`config.mk`:
```
export PLATFORM = sky130hd
export DESIGN_NAME = ex_muldiv_block
export DESIGN_NICKNAME = d
export VERILOG_FILES = /design/src/rtl/ex_muldiv_block.sv
export SDC_FILE = /design/constraint.sdc
export NUM_CORES = 2
export LEC_CHECK = 0
export CAP_MARGIN = 20
export CORE_ASPECT_RATIO = 1.1
export CORE_MARGIN = 2
export CORE_UTILIZATION = 54
export CTS_CLUSTER_DIAMETER = 120
export CTS_CLUSTER_SIZE = 10
export DETAILED_ROUTE_END_ITERATION = 10
export PLACE_DENSITY = 0.79
export SLEW_MARGIN = 15
export SYNTH_ARGS = -nofsm -noshare
export SYNTH_HDL_FRONTEND = slang
export SYNTH_SLANG_ARGS = --single-unit
```
`constraint.sdc`:
```
create_clock -name Clock -period 7.32 [get_ports Clock]
set_input_delay 0.732 -clock Clock [delete_from_list [all_inputs] [get_ports Clock]]
set_output_delay 0.732 -clock Clock [all_outputs]
set_load 0.05 [all_outputs]
```
`src/rtl/ex_muldiv_block.sv`:
```
// ---------------------------------------------------------------------------
// ex_muldiv_block
//   EX stage of the pipelined MIPS core. It holds a single-cycle ALU, an
//   iterative unsigned multiply/divide unit (1 bit per cycle), operand
//   bypassing and its own EX/MEM pipeline register.
//
// Optional build macro:
//   EX_DIV0_FAST_EN - when defined, DIVU/REMU with a zero divisor skip the
//                     iterative phase (IDLE -> DONE). The results are the
//                     same as with the full-latency path.
//
// Ports:
//   Clock, Reset              rising-edge clock, async active-high reset
//   EX_PCplus4                PC+4, used as the result of link instructions
//   EX_RsData/RtData/Immediate operands from ID/EX
//   EX_RtReg, EX_RdReg        candidate destination registers
//   EX_RegWrite..EX_MemWrite  WB/MEM controls carried into EX/MEM
//   EX_ALUOp                  operation select (0..15)
//   EX_ALUSrc/RegDst/NoDest   operand B, destination and link selects
//   EX_Flush                  squashes the EX instruction
//   ForA, ForB                bypass select (00/11 reg, 01 WB, 10 MEM)
//   WB_WriteData              WB bypass value
//   EX_Stall                  EX busy: hold IF/ID and ID/EX
//   EX_DestReg                destination chosen in EX (combinational)
//   MEM_*                     EX/MEM register outputs
//   ZERO/NEGATIVE/CARRY/OVERFLOW  flags of the single-cycle ALU result
//   dbg_state                 FSM state (0 IDLE, 1 BUSY, 2 DONE)
//
// Stall handshake: EX_Stall is a level. While it is high the hazard unit
// holds IF/ID and ID/EX unchanged and EX/MEM receives a bubble; the cycle
// EX_Stall is low, the instruction in ID/EX is consumed at the next edge.
// ---------------------------------------------------------------------------
module ex_muldiv_block #(
    parameter int                DATA_W   = 32,
    parameter int                REG_AW   = 5,
    parameter logic [REG_AW-1:0] LINK_REG = {REG_AW{1'b1}}
) (
    input  logic              Clock,
    input  logic              Reset,
    input  logic [DATA_W-1:0] EX_PCplus4,
    input  logic [DATA_W-1:0] EX_RsData,
    input  logic [DATA_W-1:0] EX_RtData,
    input  logic [DATA_W-1:0] EX_Immediate,
    input  logic [REG_AW-1:0] EX_RtReg,
    input  logic [REG_AW-1:0] EX_RdReg,
    input  logic              EX_RegWrite,
    input  logic              EX_MemtoReg,
    input  logic              EX_MemRead,
    input  logic              EX_MemWrite,
    input  logic [3:0]        EX_ALUOp,
    input  logic              EX_ALUSrc,
    input  logic              EX_RegDst,
    input  logic              EX_NoDest,
    input  logic              EX_Flush,
    input  logic [1:0]        ForA,
    input  logic [1:0]        ForB,
    input  logic [DATA_W-1:0] WB_WriteData,
    output logic              EX_Stall,
    output logic [REG_AW-1:0] EX_DestReg,
    output logic [DATA_W-1:0] MEM_ALUOut,
    output logic [DATA_W-1:0] MEM_RtData,
    output logic [REG_AW-1:0] MEM_DestReg,
    output logic              MEM_RegWrite,
    output logic              MEM_MemtoReg,
    output logic              MEM_MemRead,
    output logic              MEM_MemWrite,
    output logic              ZERO,
    output logic              NEGATIVE,
    output logic              CARRY,
    output logic              OVERFLOW,
    output logic [1:0]        dbg_state
);

    localparam int SHW = $clog2(DATA_W);
    localparam int CW  = $clog2(DATA_W + 1);

    typedef enum logic [1:0] {
        S_IDLE = 2'd0,
        S_BUSY = 2'd1,
        S_DONE = 2'd2
    } state_t;

    state_t state, state_n;
    logic   start;

    // ---------------- operand bypass ----------------
    logic [DATA_W-1:0] op_a, rt_fwd, op_b;

    always_comb begin
        case (ForA)
            2'b01:   op_a = WB_WriteData;
            2'b10:   op_a = MEM_ALUOut;
            default: op_a = EX_RsData;
        endcase
        case (ForB)
            2'b01:   rt_fwd = WB_WriteData;
            2'b10:   rt_fwd = MEM_ALUOut;
            default: rt_fwd = EX_RtData;
        endcase
        op_b = EX_ALUSrc ? EX_Immediate : rt_fwd;
    end

    // ---------------- single-cycle ALU ----------------
    // Shift amount is Immediate[10:6] truncated to log2(DATA_W) bits; bits
    // that would fall outside a narrow datapath read as zero.
    logic [SHW-1:0] shamt;
    for (genvar gi = 0; gi < SHW; gi++) begin : g_shamt
        if (gi < 5 && gi + 6 < DATA_W) begin : g_bit
            assign shamt[gi] = EX_Immediate[gi+6];
        end else begin : g_zero
            assign shamt[gi] = 1'b0;
        end
    end

    logic [DATA_W:0]   add_full, sub_full;
    logic [DATA_W-1:0] sll_res, srl_res, sra_res, alu_res;

    assign add_full = {1'b0, op_a} + {1'b0, op_b};
    // SUB as A + ~B + 1 so the carry-out is the not-borrow flag.
    assign sub_full = {1'b0, op_a} + {1'b0, ~op_b} + {{DATA_W{1'b0}}, 1'b1};
    // Shifts operate on operand B (the Rt value for R-type shifts).
    assign sll_res  = op_b << shamt;
    assign srl_res  = op_b >> shamt;
    assign sra_res  = $signed(op_b) >>> shamt;

    always_comb begin
        alu_res = '0;
        case (EX_ALUOp)
            4'd0: alu_res = add_full[DATA_W-1:0];
            4'd1: alu_res = sub_full[DATA_W-1:0];
            4'd2: alu_res = op_a & op_b;
            4'd3: alu_res = op_a | op_b;
            4'd4: alu_res = op_a ^ op_b;
            4'd5: alu_res = ~(op_a | op_b);
            4'd6: alu_res = {{(DATA_W-1){1'b0}}, ($signed(op_a) < $signed(op_b))};
            4'd7: alu_res = sll_res;
            4'd8: alu_res = srl_res;
            4'd9: alu_res = sra_res;
            default: alu_res = '0;  // 10..13 come from the iterative unit
        endcase
    end

    always_comb begin
        ZERO     = (alu_res == '0);
        NEGATIVE = alu_res[DATA_W-1];
        CARRY    = 1'b0;
        OVERFLOW = 1'b0;
        if (EX_ALUOp == 4'd0) begin
            CARRY    = add_full[DATA_W];
            OVERFLOW = (op_a[DATA_W-1] == op_b[DATA_W-1]) &&
                       (add_full[DATA_W-1] != op_a[DATA_W-1]);
        end else if (EX_ALUOp == 4'd1) begin
            CARRY    = sub_full[DATA_W];
            OVERFLOW = (op_a[DATA_W-1] != op_b[DATA_W-1]) &&
                       (sub_full[DATA_W-1] != op_a[DATA_W-1]);
        end
    end

    // ---------------- destination / link ----------------
    always_comb begin
        if (EX_NoDest)
            EX_DestReg = EX_RegWrite ? LINK_REG : '0;
        else
            EX_DestReg = EX_RegDst ? EX_RdReg : EX_RtReg;
    end

    logic [DATA_W-1:0] ex_result;
    assign ex_result = EX_NoDest ? EX_PCplus4 : alu_res;

    // ---------------- iterative multiply / divide ----------------
    // Opcodes 10..13: bit 2 selects divide, bit 0 selects the high half
    // (MULHI product bits / REMU remainder).
    logic is_md;
    assign is_md = (EX_ALUOp >= 4'd10) && (EX_ALUOp <= 4'd13);

`ifdef EX_DIV0_FAST_EN
    logic div0_start;
    assign div0_start = EX_ALUOp[2] && (op_b == '0);
`endif

    logic [CW-1:0]     cnt;
    logic [DATA_W-1:0] md_b, md_hi, md_lo, md_rt, md_pc4;
    logic [REG_AW-1:0] md_dest;
    logic              md_div, md_hi_sel, md_nodest;
    logic              md_regwrite, md_memtoreg, md_memread, md_memwrite;

    // Multiply: {md_hi, md_lo} is the partial product, md_lo starts as the
    // multiplier and is shifted out LSB first.
    logic [DATA_W:0]   mul_sum;
    logic [DATA_W-1:0] mul_hi_n, mul_lo_n;
    // Restoring divide: md_hi is the partial remainder, md_lo shifts the
    // dividend out MSB first and the quotient bits in LSB first. A zero
    // divisor naturally yields quotient all-ones and remainder = dividend.
    logic [DATA_W:0]   div_sh;
    logic [DATA_W-1:0] div_diff, div_hi_n, div_lo_n;
    logic              div_ge;

    always_comb begin
        mul_sum  = {1'b0, md_hi} + (md_lo[0] ? {1'b0, md_b} : {(DATA_W+1){1'b0}});
        mul_hi_n = mul_sum[DATA_W:1];
        mul_lo_n = {mul_sum[0], md_lo[DATA_W-1:1]};

        div_sh   = {md_hi, md_lo[DATA_W-1]};
        div_ge   = (div_sh >= {1'b0, md_b});
        // When div_ge holds the difference is below md_b, so W bits suffice.
        div_diff = div_sh[DATA_W-1:0] - md_b;
        div_hi_n = div_ge ? div_diff : div_sh[DATA_W-1:0];
        div_lo_n = {md_lo[DATA_W-2:0], div_ge};
    end

    logic [DATA_W-1:0] md_res;
    assign md_res = md_nodest ? md_pc4 : (md_hi_sel ? md_hi : md_lo);

    // ---------------- FSM ----------------
    always_comb begin
        state_n = state;
        start   = 1'b0;
        case (state)
            S_IDLE: begin
                if (is_md && !EX_Flush) begin
                    start   = 1'b1;
                    state_n = S_BUSY;
`ifdef EX_DIV0_FAST_EN
                    if (div0_start)
                        state_n = S_DONE;
`endif
                end
            end
            S_BUSY: begin
                if (cnt == CW'(1))
                    state_n = S_DONE;
            end
            S_DONE:  state_n = S_IDLE;
            default: state_n = S_IDLE;
        endcase
        if (EX_Flush)
            state_n = S_IDLE;
        // Flush wins over start and over the busy phase.
        EX_Stall = !Reset && !EX_Flush &&
                   ((state == S_IDLE && is_md) || state == S_BUSY);
    end

    assign dbg_state = state;

    always_ff @(posedge Clock or posedge Reset) begin
        if (Reset) begin
            state       <= S_IDLE;
            cnt         <= '0;
            md_b        <= '0;
            md_hi       <= '0;
            md_lo       <= '0;
            md_rt       <= '0;
            md_pc4      <= '0;
            md_dest     <= '0;
            md_div      <= 1'b0;
            md_hi_sel   <= 1'b0;
            md_nodest   <= 1'b0;
            md_regwrite <= 1'b0;
            md_memtoreg <= 1'b0;
            md_memread  <= 1'b0;
            md_memwrite <= 1'b0;
        end else begin
            state <= state_n;
            if (EX_Flush) begin
                cnt <= '0;
            end else if (start) begin
                // Forwarded operands are captured here only.
                cnt         <= CW'(DATA_W);
                md_b        <= op_b;
                md_hi       <= '0;
                md_lo       <= op_a;
                md_rt       <= rt_fwd;
                md_pc4      <= EX_PCplus4;
                md_dest     <= EX_DestReg;
                md_div      <= EX_ALUOp[2];
                md_hi_sel   <= EX_ALUOp[0];
                md_nodest   <= EX_NoDest;
                md_regwrite <= EX_RegWrite;
                md_memtoreg <= EX_MemtoReg;
                md_memread  <= EX_MemRead;
                md_memwrite <= EX_MemWrite;
`ifdef EX_DIV0_FAST_EN
                if (div0_start) begin
                    md_hi <= op_a;
                    md_lo <= '1;
                end
`endif
            end else if (state == S_BUSY) begin
                cnt   <= cnt - CW'(1);
                md_hi <= md_div ? div_hi_n : mul_hi_n;
                md_lo <= md_div ? div_lo_n : mul_lo_n;
            end
        end
    end

    // ---------------- EX/MEM register ----------------
    always_ff @(posedge Clock or posedge Reset) begin
        if (Reset) begin
            MEM_ALUOut   <= '0;
            MEM_RtData   <= '0;
            MEM_DestReg  <= '0;
            MEM_RegWrite <= 1'b0;
            MEM_MemtoReg <= 1'b0;
            MEM_MemRead  <= 1'b0;
            MEM_MemWrite <= 1'b0;
        end else if (EX_Flush || EX_Stall) begin
            MEM_ALUOut   <= '0;
            MEM_RtData   <= '0;
            MEM_DestReg  <= '0;
            MEM_RegWrite <= 1'b0;
            MEM_MemtoReg <= 1'b0;
            MEM_MemRead  <= 1'b0;
            MEM_MemWrite <= 1'b0;
        end else if (state == S_DONE) begin
            MEM_ALUOut   <= md_res;
            MEM_RtData   <= md_rt;
            MEM_DestReg  <= md_dest;
            MEM_RegWrite <= md_regwrite;
            MEM_MemtoReg <= md_memtoreg;
            MEM_MemRead  <= md_memread;
            MEM_MemWrite <= md_memwrite;
        end else begin
            MEM_ALUOut   <= ex_result;
            MEM_RtData   <= rt_fwd;
            MEM_DestReg  <= EX_DestReg;
            MEM_RegWrite <= EX_RegWrite;
            MEM_MemtoReg <= EX_MemtoReg;
            MEM_MemRead  <= EX_MemRead;
            MEM_MemWrite <= EX_MemWrite;
        end
    end

endmodule

```
Yosys cells after proc, flatten, opt, wreduce, memory -nomap -nowiden
Cells that the tools add are included.

storage, ports and cells
  bits in registers = 253
  output and inout port bits = 85
  word-level logic and storage cells = 127

cells by class
  add/subtract/negate cells = 6
  magnitude comparators = 4
  eq/ne operators = 22
  shift operators = 3
  muxes and demuxes = 45
  bitwise logic cells = 6
  reduce and logical (&&, ||, !) cells = 19

operators by type and width
  cell                                           count
  two-way mux 32 bit                             16
  one-hot mux 32 bit (10 select lines)           1
  one-hot mux 32 bit (2 select lines)            2
  adder 32 x 32 -> 33 bit                        3
  NOT 32 bit                                     2
  adder 33 x 1 -> 33 bit, second input constant  1
  greater-or-equal comparator 33 x 32 -> 1 bit   1
  bitwise AND 32 bit                             1
  zero test 32 bit                               1
  < comparator 32 bit                            1
  OR 32 bit                                      1
  left shift 32 x 5 -> 32 bit                    1
  right shift 32 x 5 -> 32 bit                   1
  >>> shifter 32 x 5 -> 32 bit                   1
  subtractor 32 bit                              1
  XOR 32 bit                                     1
  two-way mux 5 bit                              5
  two-way mux 6 bit                              3
  == test 4 x 3 -> 1 bit, second input constant  4
  two-way mux 1 bit                              14
  == test 4 x 2 -> 1 bit, second input constant  2
  == test 4 bit, second input constant           2
  logical AND 1 bit                              7
  == test 2 x 1 -> 1 bit, second input constant  3
  other kinds (19)                               30

Longest topological paths before layout
  depth in word-level cells = 10
  mapped depth = 23
  mapped depth without buffers = 21

Worst setup path before layout
Ideal clock, no wire load.

  kind = input -> output
  start = in EX_ALUSrc
  end = out OVERFLOW
  data arrival time = 6.644 ns
  data required time = 6.588 ns
  path slack = -0.056 ns
  stages on the path = 22
  path through = buf_2 -> buf_2 -> buf_1 -> clkbuf_1 -> buf_1 -> buf_1 -> nor2_1 -> a21oi_1 -> inv_1 -> ha_1 -> clkbuf_1 -> a21o_1 -> a31oi_1 -> a211o_1 -> a211oi_1 -> o21a_1 -> o41ai_1 -> o211a_1 -> nor2_1 -> a21oi_1 -> xnor2_1 -> o41ai_1

between the ends
  cells in the longest elaborated chain, start to end = 8
  elaborated cells between the ends (all ways) = 13

ends and longest elaborated chain
  item                     line  RTL
  from (decl)              51    input logic EX_ALUSrc,
  two-way mux 32 bit (*)   100   op_b = EX_ALUSrc ? EX_Immediate : rt_fwd;
  named net op_b[4]        87    logic [DATA_W-1:0] op_a, rt_fwd, op_b;
  NOT 32 bit               120   assign sub_full = {1'b0, op_a} + {1'b0, ~op_b} + {{DATA_W{1'b0}}, 1'b1};
  adder 32 x 32 -> 33 bit  120
  adder 33 x 1 -> 33 bit   120
  inequality test 1 bit    155   (sub_full[DATA_W-1] != op_a[DATA_W-1]);
  logical AND 1 bit        154   OVERFLOW = (op_a[DATA_W-1] != op_b[DATA_W-1]) &&
  two-way mux 1 bit        152   end else if (EX_ALUOp == 4'd1) begin
  two-way mux 1 bit (*)    148   if (EX_ALUOp == 4'd0) begin
  to (decl)                70    output logic OVERFLOW,

Mark *: on every way through the listed nets, which the timed path passes. The rest lies on a longest branch.

Final worst setup path
  start = in ForB[0]
  end = out ZERO

between the ends
  cells in the longest elaborated chain, start to end = 8
  elaborated cells between the ends (all ways) = 18

ends and longest elaborated chain
  item                                                     line  RTL
  from (decl)                                              56    input logic [1:0] ForB,
  == test 2 bit or == test 2 x 1 -> 1 bit (tied branches)  95    case (ForB)
  one-hot mux 32 bit (2 select lines) (*)                  95
  two-way mux 32 bit (*)                                   100
  named net op_b[2]                                        87
  NOT 32 bit                                               120
  adder 32 x 32 -> 33 bit                                  120
  adder 33 x 1 -> 33 bit                                   120
  one-hot mux 32 bit (10 select lines) (*)                 128   case (EX_ALUOp)
  zero test 32 bit (*)                                     144   ZERO = (alu_res == '0);
  to (decl)                                                67    output logic ZERO,

Marked as above.

==> metrics.csv <==
metric,value,unit
IO buf count,272,
Final setup viols,0,
achievable frequency,137,MHz
outcome,"complete, no violations",
number of global-route vias before repair,29800,
"share of synthesized cell area in full adder, half adder and majority cells",0.0794,
layout overhead on the synthesized area,20.3,%
power density cells,269,nW/um^2
class of the tightest hold or removal check,register to register,
ratio of routed vias to standard cells,6.96,
largest family of logic cells by synthesized area,compound AO/OA/AOI/OAI gates,
proportion of synthesized chip area in sequential cells,0.233,
num ports,273,
post-detailed-route DRC marker count,0,
number of rows created at floorplan,86,
Arrival @ worst endpoint,6.56,ns
combinational group share of total power,0.597,
master cell of the clock root buffer,sky130_fd_sc_hd__clkbuf_16,
tightest slew margin relative to the limit,0.180,
Critical Path Source,ForB[0],
share of final-layout standard cells stronger than drive strength 1,0.112,
initial core utilization,0.544,
number of enable flip-flop cells after synthesis,0,
depth of the CTS H-tree,1,
combined global-route utilization of all metal layers,0.508,
Post-Synthesis Cells,3631,
count of yosys warnings during synthesis,0,
start-to-end type of the worst setup path,input pin to primary output,
share of the clock period used by the worst path,0.996,
# nets final,4261,
height of the chip,239,um
"FF+latch count, synth",253,
Static Leak,14.6,nW
portion of total power attributed to the clock network,0.159,
Main synth FF type,sky130_fd_sc_hd__dfrtp_1,
finished layout cell area,32700,um^2
detailed-route via count,31800,
share of power burned in registers,0.245,
total negative slack for setup checks,0,ns
clock latency on the worst-skew pair,0.65,ns
required time of the worst setup path,6.59,ns
design internal power,0.00452,W
die boundary width,218,um
worst min-delay path startpoint,md_rt[25],
"Core Util, Final",0.654,
slew of the pin with the lowest slew margin,1.23,ns
Sw Pwr,0.00426,W
CTS Buffer Depth,3,
post-route setup slack,0.0319,ns
post-synthesis cell type count,86,
die area,52100,um^2
number of DRC violations after detailed-routing iteration 0,4730,
largest net degree at the start of global routing,139,
average detailed-routed wire length per instance,29.9,um
worst slack at placement,-0.0762,ns
worst IR drop on VDD,298,uV
xor and xnor area share after synthesis,0.0252,
Filler Cells Inserted,4420,
complex-gate fraction of the synthesized area,0.304,
post-detailed-route count of antenna-violating nets,0,
post-route non-filler standard cell count,4573,
RR Startpoint,MEM_ALUOut[1],
Synth Area in Simple Gates,0.204,
mean instance size in the synthesized netlist,7.48,um^2
clock transition at the register clock pins on the worst setup and hold paths after CTS,0.07,ns
Routed Wire Length,137,mm
CTS sink cnt,253,
core area,49900,um^2
"Net Count, Synth",3989,
number of buffers inserted during clock tree synthesis,29,
Final Hold Vio Count,0,
detailed placement HPWL,105,mm
TritonCTS clock tree,done,
time the worst path needs with I/O delays and setup,7.29,ns
weighted congestion at the end of routability-driven global placement,1.08,
Overflow after GRT,0,
# Max-Cap Violations,0,
worst-path maximum fanout,15,
netlist area before placement,27200,um^2
share of synthesized registers carrying an async set or reset,1.00,
antenna violations before repair,13,
multiplexer share of the synthesized area,0.0916,
first-pass detailed-route iteration total,6,
critical path capture point type,primary output,
cts hold-fix bufs,0,
number of cells in the design after placement,4524,
standard cell area after detailed placement,31600,um^2
switch share,0.485,
clk_skew,0.0756,ns
critical path launch point type,input pin,
Slew Limit Fails,0,
wire length of the first global-routing pass,196,mm
## per-layer routing
metal	global-route usage	up-vias	wire, um
met2	0.735	2481	56400
li1	-	13800	-
met5	0	-	87
met1	0.640	15000	50100
met3	0.159	587	18400
met4	0.359	12	11900
## critical path: stages
cell and delay (ns):
sky130_fd_sc_hd__clkdlybuf4s50_1 0.55, sky130_fd_sc_hd__inv_1 0.10, sky130_fd_sc_hd__ha_4 0.24, sky130_fd_sc_hd__buf_4 0.17, sky130_fd_sc_hd__a221o_1 0.37, sky130_fd_sc_hd__nand2_1 0.14
sky130_fd_sc_hd__nor2_1 0.07, sky130_fd_sc_hd__a21oi_2 0.21, sky130_fd_sc_hd__inv_1 0.07, sky130_fd_sc_hd__ha_1 0.37, sky130_fd_sc_hd__nand2b_1 0.21, sky130_fd_sc_hd__a221oi_2 0.38
sky130_fd_sc_hd__buf_4 0.20, sky130_fd_sc_hd__o21ai_0 0.10, sky130_fd_sc_hd__a311oi_1 0.49, sky130_fd_sc_hd__o211a_1 0.26, sky130_fd_sc_hd__nand3_1 0.13, sky130_fd_sc_hd__and4b_1 0.35
sky130_fd_sc_hd__nand4_1 0.14, sky130_fd_sc_hd__nor4_2 0.28, sky130_fd_sc_hd__buf_4 0.19, sky130_fd_sc_hd__nand4b_1 0.15, sky130_fd_sc_hd__nor4_2 0.33, sky130_fd_sc_hd__buf_4 0.18
sky130_fd_sc_hd__buf_12 0.13
## final timing paths
kind	endpoint	slack, ns	cells past startpoint
worst min-delay path	md_rt[25]	0.48	2
worst min register to register	md_rt[25]	0.48	2
worst max-delay path	ZERO	0.03	25
max in group asynchronous	md_div	5.25	3
worst max register to register	MEM_ALUOut[27]	1.93	20
min in group asynchronous	md_pc4[29]	0.58	2
## state kept, by name, summed over array words and instances, names as in the netlist, 2 cells and up
register	count
MEM_ALUOut	32
MEM_RtData	32
md_b	32
md_hi	32
md_lo	32
md_pc4	32
md_rt	32
cnt	6
MEM_DestReg	5
md_dest	5
dbg_state	2
## layout make-up
class	instances	area [um^2]	share of cell area
timing repair buffer	513	4620	0.142
clock buffer	32	737	0.0226
multi-input combinational	2936	19400	0.595
sequential	253	6330	0.194
tap	660	826	0.0253
clock inverter	3	55.1	0.00169
antenna	6	15.0	0.000460
inverter	170	644	0.0197
## kinds of logic (layout without fill, tap and decap cells)
group,count (synthesis),after routing
compound gates,1255,1255
simple gates,1213,1213
buf+inv,442,718
flops,253,253
mux,220,220
fa+ha+maj,170,170
xor+xnor,78,78
other cells,0,6
## stage by stage
| step | hold slack (ns) | total power, W |
|---|---|---|
| after floorplan | 0.446 | 0.00538 |
| after global placement | 0.457 | 0.00702 |
| after detailed placement | 0.462 | 0.00711 |
| after CTS | 0.479 | 0.00852 |
| after global routing | 0.497 | 0.00918 |
| final | 0.480 | 0.00878 |
## placed cells by master, fill, tap and decap left out, types with 57 or more instances in the layout
master / count
sky130_fd_sc_hd__a211oi_1: 60
sky130_fd_sc_hd__a21oi_1: 334
sky130_fd_sc_hd__a22oi_1: 83
sky130_fd_sc_hd__buf_4: 236
sky130_fd_sc_hd__clkdlybuf4s50_1: 262
sky130_fd_sc_hd__dfrtp_1: 250
sky130_fd_sc_hd__ha_1: 157
sky130_fd_sc_hd__inv_1: 163
sky130_fd_sc_hd__mux2i_1: 171
sky130_fd_sc_hd__nand2_1: 485
sky130_fd_sc_hd__nor2_1: 302
sky130_fd_sc_hd__nor3_1: 82
sky130_fd_sc_hd__o211ai_1: 59
sky130_fd_sc_hd__o21ai_0: 259
sky130_fd_sc_hd__xnor2_1: 57
## power groups by stage
stage,clock (W),sequential (W),combinational (W)
after floorplan,0,0.00211,0.00327
after detailed placement,0,0.00214,0.00496
after CTS,0.00138,0.00212,0.00501
final,0.00139,0.00215,0.00524
after global routing,0.00142,0.00218,0.00558
after global placement,0,0.00213,0.00489
## synthesized netlist by cell type, drive strengths merged (13+ instances only)
cell,n,share of area
and3,19,0.0044
a21o,53,0.015
dfrtp,253,0.23
a21oi,342,0.063
nor4,24,0.0062
nand4,17,0.0039
clkbuf,215,0.030
mux2,29,0.012
xor2,21,0.0068
nor2,304,0.042
ha,166,0.076
a22o,30,0.0097
xnor2,57,0.018
inv,169,0.023
a211oi,61,0.017
o31ai,18,0.0050
o22ai,36,0.0083
nand2,485,0.067
or3,17,0.0039
a31oi,23,0.0053
a22oi,83,0.023
nor3,85,0.016
mux4,20,0.017
o21a,24,0.0066
o21ai,264,0.049
o221ai,20,0.0065
and2,44,0.010
a211o,17,0.0055
a221oi,62,0.021
o311ai,13,0.0042
o21bai,14,0.0039
nand3,52,0.0096
o211ai,59,0.016
or2,27,0.0062
buf,57,0.0095
nand2b,51,0.012
nor2b,52,0.012
mux2i,171,0.063
## repair_timing
item	4_1_cts	5_1_grt
pin swaps	1	5
buffers inserted	0	8
endpoints found under the setup margin	1	2
resized for setup	5	44
No activity file was read; power rests on OpenSTA's default activity.
